==> src/rtl/alu_pkg.sv <==
// Shared constants and state encoding for the serial ALU add path.
package alu_pkg;

   localparam int ALU_WIDTH = 32;
   localparam int NIB       = 4;

   typedef enum logic [1:0] {
      S_IDLE = 2'd0,
      S_RUN  = 2'd1,
      S_DONE = 2'd2
   } state_t;

endpackage

==> src/rtl/adder_slice4.sv <==
// Combinational 4-bit ripple-carry slice.
module adder_slice4
   import alu_pkg::*;
(
   input  logic [NIB-1:0] x,
   input  logic [NIB-1:0] y,
   input  logic           ci,
   output logic [NIB-1:0] s,
   output logic           co
);

   logic c;

   always_comb begin
      s = '0;
      c = ci;
      for (int i = 0; i < NIB; i++) begin
         s[i] = x[i] ^ y[i] ^ c;
         c    = (x[i] & y[i]) | (c & (x[i] ^ y[i]));
      end
      co = c;
   end

endmodule

==> src/rtl/nibble_serial_adder.sv <==
// WIDTH-bit add/subtract, one nibble per clock through a single 4-bit slice.
module nibble_serial_adder
   import alu_pkg::*;
#(
   parameter int WIDTH = ALU_WIDTH
) (
   input  logic             clk,
   input  logic             rst_n,
   input  logic             in_valid,
   output logic             in_ready,
   input  logic             op_sub,
   input  logic [WIDTH-1:0] a,
   input  logic [WIDTH-1:0] b,
   output logic             out_valid,
   input  logic             out_ready,
   output logic [WIDTH-1:0] sum,
   output logic             cout,
   output logic             ovf,
   output logic             zero
);

   localparam int NIBBLES = WIDTH / NIB;
   localparam int IDXW    = (NIBBLES > 1) ? $clog2(NIBBLES) : 1;
   localparam logic [IDXW-1:0] IDX_LAST = IDXW'(NIBBLES - 1);

   if ((WIDTH % NIB) != 0 || WIDTH < NIB) begin : g_width_chk
      $error("nibble_serial_adder: WIDTH must be a nonzero multiple of 4");
   end

   state_t           state, state_nxt;
   logic [WIDTH-1:0] a_sh, b_sh, sum_sh, sum_nxt;
   logic [IDXW-1:0]  idx;
   logic             carry, a_msb, b_msb;
   logic             ovf_q, zero_q;
   logic [NIB-1:0]   slice_s;
   logic             slice_co;
   logic             accept, last;

   adder_slice4 u_slice (
      .x  (a_sh[NIB-1:0]),
      .y  (b_sh[NIB-1:0]),
      .ci (carry),
      .s  (slice_s),
      .co (slice_co)
   );

   // New nibble enters at the top; after NIBBLES shifts it is LSB-aligned.
   if (NIBBLES == 1) begin : g_one
      assign sum_nxt = slice_s;
   end else begin : g_many
      assign sum_nxt = {slice_s, sum_sh[WIDTH-1:NIB]};
   end

   assign accept = in_valid & in_ready;
   assign last   = (idx == IDX_LAST);

   always_ff @(posedge clk or negedge rst_n) begin
      if (!rst_n) begin
         state <= S_IDLE;
      end else begin
         state <= state_nxt;
      end
   end

   always_comb begin
      state_nxt = state;
      in_ready  = 1'b0;
      out_valid = 1'b0;
      unique case (state)
         S_IDLE: begin
            in_ready = rst_n;
            if (in_valid & rst_n) state_nxt = S_RUN;
         end
         S_RUN: begin
            if (last) state_nxt = S_DONE;
         end
         S_DONE: begin
            out_valid = 1'b1;
            if (out_ready) state_nxt = S_IDLE;
         end
         default: state_nxt = S_IDLE;
      endcase
   end

   always_ff @(posedge clk or negedge rst_n) begin
      if (!rst_n) begin
         a_sh   <= '0;
         b_sh   <= '0;
         sum_sh <= '0;
         idx    <= '0;
         carry  <= 1'b0;
         a_msb  <= 1'b0;
         b_msb  <= 1'b0;
         ovf_q  <= 1'b0;
         zero_q <= 1'b0;
      end else if (accept) begin
         a_sh  <= a;
         b_sh  <= op_sub ? ~b : b;
         carry <= op_sub;
         idx   <= '0;
         a_msb <= a[WIDTH-1];
         b_msb <= op_sub ? ~b[WIDTH-1] : b[WIDTH-1];
      end else if (state == S_RUN) begin
         a_sh   <= a_sh >> NIB;
         b_sh   <= b_sh >> NIB;
         sum_sh <= sum_nxt;
         carry  <= slice_co;
         idx    <= idx + 1'b1;
         // Flags are frozen with the final nibble so they hold through DONE.
         if (last) begin
            zero_q <= (sum_nxt == '0);
            ovf_q  <= (a_msb == b_msb) & (sum_nxt[WIDTH-1] != a_msb);
         end
      end
   end

   assign sum  = sum_sh;
   assign cout = carry;
   assign ovf  = ovf_q;
   assign zero = zero_q;

endmodule

==> config.mk <==
export PLATFORM = sky130hd
export DESIGN_NAME = nibble_serial_adder
export DESIGN_NICKNAME = d
export VERILOG_FILES = /design/src/rtl/alu_pkg.sv /design/src/rtl/adder_slice4.sv /design/src/rtl/nibble_serial_adder.sv
export SDC_FILE = /design/constraint.sdc
export NUM_CORES = 1
export LEC_CHECK = 0
export CAP_MARGIN = 10
export CORE_AREA = 2 2 106 108
export DETAILED_ROUTE_END_ITERATION = 16
export DIE_AREA = 0 0 108 110
export PLACE_DENSITY = 0.71
export RECOVER_POWER = 25
export SLEW_MARGIN = 20
export SYNTH_ARGS = -nofsm -noshare
export SYNTH_HDL_FRONTEND = slang
export SYNTH_SLANG_ARGS = --single-unit
export TNS_END_PERCENT = 20
==> constraint.sdc <==
create_clock -name clk -period 7.9 [get_ports clk]
set_clock_uncertainty 0.2 [all_clocks]
set_input_delay 0.79 -clock clk [delete_from_list [all_inputs] [get_ports clk]]
set_output_delay 0.79 -clock clk [all_outputs]
set_load 0.005 [all_outputs]
## Word-level counts from Yosys, hierarchy flattened

Index checks and enable logic that the tools add are counted.

- Flip-flop bits (word level): 106

- $add $sub $neg: 1
- Bitwise operators: 26
- Reductions and logical operators: 6
- Equal/unequal tests: 8
- Multiplexer cells: 16

Operator list:

| kind | number |
|---|---|
| 32-bit two-way mux | 5 |
| 32-bit logical NOT | 1 |
| 32-bit inverter | 1 |
| 1-bit AND | 11 |
| 1-bit bitwise XOR | 8 |
| 2-bit two-way mux | 3 |
| 3-bit two-way mux | 2 |
| 2-bit != test (second input constant) | 3 |
| 2-bit one-hot mux with 3 select lines | 1 |
| 3-bit AND reduction | 2 |
| 1-bit two-way mux | 5 |
| 1-bit OR | 4 |
| 3-bit by 1-bit adder with 3-bit output (second input constant) | 1 |
| 3-bit == test (second input constant) | 1 |
| 2-bit by 1-bit == test with 1-bit output (second input constant) | 1 |
| 2-bit == test (second input constant) | 1 |
| 2-bit logical NOT | 1 |
| 1-bit inverter | 2 |
| 2-bit AND reduction | 1 |
| 2-bit nonzero test | 1 |
| 1-bit == test | 1 |
| 1-bit != test | 1 |

## Logic depth before layout (Yosys ltp)

- Word-level depth: 11
- Gate-level depth with buffers: 10
- Gate-level depth less buffers: 10

## By module

Synthesis repeated with hierarchy kept, for this count alone.

- Cells, all modules: 545
- Area, all modules: 4969.8 um2

By module, submodules not included:

| module | seq. area each (um2) | area an instance (um2) | instances | cells an instance |
|---|---|---|---|---|
| nibble_serial_adder | 2652.5 | 4852.2 | 1 | 531 |
| adder_slice4 | 0.0 | 117.6 | 1 | 14 |

## Worst setup path after synthesis

Ideal clock, no wire load.

- Path type: register to register
- Start point: register carry, in the netlist cout
- End point: register ovf_q, in the netlist ovf
- Buffers on the path: 0
- Stages on the path, launching flop included: 11
- Library setup time: 0.129 ns
- Clock period less this slack: 2.551 ns
- Arrival time: 2.222 ns
- Setup slack: 5.349 ns
- Data required time: 7.571 ns
- Cells stage by stage: dfrtp_1 inv_1 fa_1 inv_1 fa_1 fa_1 inv_1 fa_1 and3_1 nor2_1 o21ai_0

- Cells in the longest elaborated chain, start to end: 9

Ends and longest elaborated chain:

| what | RTL line | source |
|---|---|---|
| start: declaration | nibble_serial_adder.sv:33 | `logic carry, a_msb, b_msb;` |
| start signal: assignment | nibble_serial_adder.sv:99 | `carry <= op_sub;` |
| start signal: assignment | nibble_serial_adder.sv:107 | `carry <= slice_co;` |
| 1-bit AND | adder_slice4.sv:19 | `c = (x[i] & y[i]) \| (c & (x[i] ^ y[i]));` |
| 1-bit OR | adder_slice4.sv:19 |  |
| 1-bit AND | adder_slice4.sv:19 |  |
| 1-bit OR | adder_slice4.sv:19 |  |
| 1-bit AND | adder_slice4.sv:19 |  |
| 1-bit OR | adder_slice4.sv:19 |  |
| 1-bit bitwise XOR | adder_slice4.sv:18 | `s[i] = x[i] ^ y[i] ^ c;` |
| 1-bit != test | nibble_serial_adder.sv:112 | `ovf_q <= (a_msb == b_msb) & (sum_nxt[WIDTH-1] != a_msb);` |
| 1-bit AND | nibble_serial_adder.sv:112 |  |
| end signal: assignment | nibble_serial_adder.sv:112 |  |
| end: declaration | nibble_serial_adder.sv:34 | `logic ovf_q, zero_q;` |

No other way between the ends.
A chain may end at the register's enable or synchronous reset.

## Worst setup path in the final report

- Start point: input rst_n
- End point: output in_ready

- Cells in the longest elaborated chain, start to end: 1

Ends and longest elaborated chain:

| what | RTL line | source |
|---|---|---|
| start: declaration | nibble_serial_adder.sv:8 | `input logic rst_n,` |
| 1-bit two-way mux | nibble_serial_adder.sv:69 | `unique case (state)` |
| end: declaration | nibble_serial_adder.sv:10 | `output logic in_ready,` |

No other way between the ends.

==> results.sh <==
export IMPL_outcome="finished, violations left"
export IMPL_violations="max-capacitance violations, max-slew violations"
export IMPL_dp_hpwl_um=7100
export IMPL_grt_max_degree=86
export IMPL_ys_seq_area_frac=0.546
export IMPL_final_util=0.574
export IMPL_syn_nets=583
export IMPL_power_leakage_uw=0.00288
export IMPL_clk_path_buf_depth=2
export IMPL_synth_area_per_cell_um2=9.56
export IMPL_slew_violations=121
export IMPL_yosysTopAreaCellShare=0.546
export IMPL_max_freq_ghz=0.253
export IMPL_crit_path_end_kind="output pin"
export IMPL_cts_buffers=9
export IMPL_drt_iter0_drc=191
export IMPL_grt_pass1_vias=3657
export IMPL_min_path_type="reg -> reg"
export IMPL_ant_nets=0
export IMPL_area_growth_pct=26.5
export IMPL_period_share=0.500
export IMPL_grt_overflow=0
export IMPL_antenna_cells=0
export IMPL_final_common_cell="nand2_1"
export IMPL_tns_ns=0
export IMPL_startpoint_type="input port"
export IMPL_cp_max_fo=34
export IMPL_root_buffer="clkbuf_8"
export IMPL_rrSetupSlack_ns=4.31
export IMPL_highest_signal_layer="met4"
export IMPL_setup_viol=0
export IMPL_cts_tree="yes"
export IMPL_first_pass_iters=5
export IMPL_coreArea_mm2=0.0107
export IMPL_yosys_area_top_type="dfrtp_1"
export IMPL_die_w_um=108
export IMPL_ctsResizeCount=0
export IMPL_gp_congestion=0.753
export IMPL_drt_wirelength_per_cell_um=14.9
export IMPL_io_pin_count=106
export IMPL_netlist_area_mm2=0.00486
export IMPL_slew_headroom=-1.10
export IMPL_clock_sinks=106
export IMPL_cp_data_arrival_time_ns=2.96
export IMPL_met3_length_um=586
export IMPL_wl_met2_um=5280
export IMPL_ctsHtreeMaxLevel=3
export IMPL_dieArea_mm2=0.0119
export IMPL_netlist_instances=508
export IMPL_drc=0
export IMPL_fp_row_count=38
export IMPL_wl_um=11000
export IMPL_required_ns=6.91
export IMPL_synthArstFlopShare=1.00
export IMPL_worst_slew_pin_slew_ns=3.15
export IMPL_period_needed_ns=3.95
export IMPL_nets=666
export IMPL_yosysUniqueCellTypes=31
export IMPL_gr_usage_all_layers=0.193
export IMPL_layout_common_cells="nand2_1 (163), dfrtp_1 (106), clkdlybuf4s50_1 (103), nand3_1 (35), nor2_1 (31)"
export IMPL_vias_per_cell=5.25
export IMPL_start_util=0.454
export IMPL_post_cts_buffers=0
export IMPL_critPathKind="in -> out"
export IMPL_holdWs_ns=0.286
export IMPL_synth_main_ff_cell="dfrtp_1"
export IMPL_drive_above_1_share=0.0403
export IMPL_antenna_found_initial=0
export IMPL_ys_ff_latch=106
export IMPL_grt_first_pass_wirelength_um=18200
export IMPL_holdBufCountCts=0
export IMPL_rsz0062_at_grt="no"
export IMPL_port_buffers=105
export IMPL_vias=3864
export IMPL_hold_viol_final=0
export IMPL_die_y_um=110
export IMPL_wl_met1_um=5000
export IMPL_ys_top_cells_by_area="dfrtp_1 (55%), nand2_1 (13%), a221o_1 (3.7%)"
export IMPL_clock_latency_ns=0.37
export IMPL_ys_warn_count=0
export IMPL_path_clk_slew_ns=0.10
export IMPL_p_per_area_mw_per_mm2=358
export IMPL_ir_worst_vdd_mv=0.180
export IMPL_maxCapViolations=2
export IMPL_synth_edf_count=0
==> power by group <==
group / internal [µW] / total (µW) / switching, µW / leakage (µW)
clock: 154 / 353 / 200 / 0.000107
combinational: 428 / 910 / 482 / 0.00141
sequential: 773 / 939 / 166 / 0.00136
==> routing by layer <==
| metal | global-route usage | vias to the layer above |
|---|---|---|
| met2 | 0.304 | 117 |
| met3 | 0.0317 | 11 |
| li1 | - | 1877 |
| met4 | 0.0522 | 0 |
| met1 | 0.280 | 1859 |
| met5 | 0 | - |
==> sequential cells by signal, indices dropped and copies added, names as in the netlist <==
signal	count
a_msb	1
a_sh	32
b_msb	1
b_sh	32
cout	1
idx	3
ovf	1
state	2
sum	32
zero	1
==> kinds of logic (layout without fill, tap and decap cells) <==
| family | Yosys count | after routing | share of synthesized area |
|---|---|---|---|
| simple gates | 250 | 250 | 0.218 |
| flops | 106 | 106 | 0.546 |
| compound gates | 69 | 69 | 0.109 |
| buf+inv | 45 | 133 | 0.0482 |
| xor+xnor | 32 | 32 | 0.0577 |
| fa+ha+maj | 6 | 6 | 0.0216 |
==> path summary, 6_finish.rpt <==
check | start | to | depth (start not counted)
worst max-delay path | rst_n | in_ready | 3
worst max register to register | state[1]$_DFFE_PN0P_ | b_sh[6]$_DFFE_PN0P_ | 3
worst min register to register | sum[0]$_DFFE_PN0P_ | sum[0]$_DFFE_PN0P_ | 2
min in group asynchronous | rst_n | sum[7]$_DFFE_PN0P_ | 1
worst min-delay path | sum[0]$_DFFE_PN0P_ | sum[0]$_DFFE_PN0P_ | 2
max in group asynchronous | rst_n | a_sh[7]$_DFFE_PN0P_ | 2
==> synth_stat cells, types with 4 or more instances <==
master      n
nand3_1    35
nor2_1     31
inv_1       8
o21ai_0     9
xor2_1     14
buf_2      25
clkbuf_1    6
xnor2_1    18
a31oi_1    13
fa_1        4
dfrtp_1   106
nand2_1   163
nor4_1      7
a221o_1    18
a22oi_1    24
==> final cells by class <==
type / instances / area (µm²)
Clock buffer: 9 / 124
Clock inverter: 7 / 85.1
Fill cell: 959 / 4550
Inverter: 8 / 30.0
Multi-Input combinational cell: 357 / 2000
Sequential cell: 106 / 2650
Tap cell: 140 / 175
Timing Repair Buffer: 109 / 1080
==> critical path, stage by stage <==
cell and delay (ns):
clkbuf_1 1.29, nor3b_1 0.31, clkdlybuf4s50_1 0.54
==> stage by stage <==
stage	std cells	area, µm²	power [µW]	worst slack (ns)
floorplan	508	4860	1510	5.35
global placement	719	5930	1820	4.83
detailed placement	719	5930	1860	4.77
CTS	735	6140	2210	4.90
global route	736	6140	2380	3.64
finish	736	6140	2200	3.95
Power figures use the tool's default switching activity.
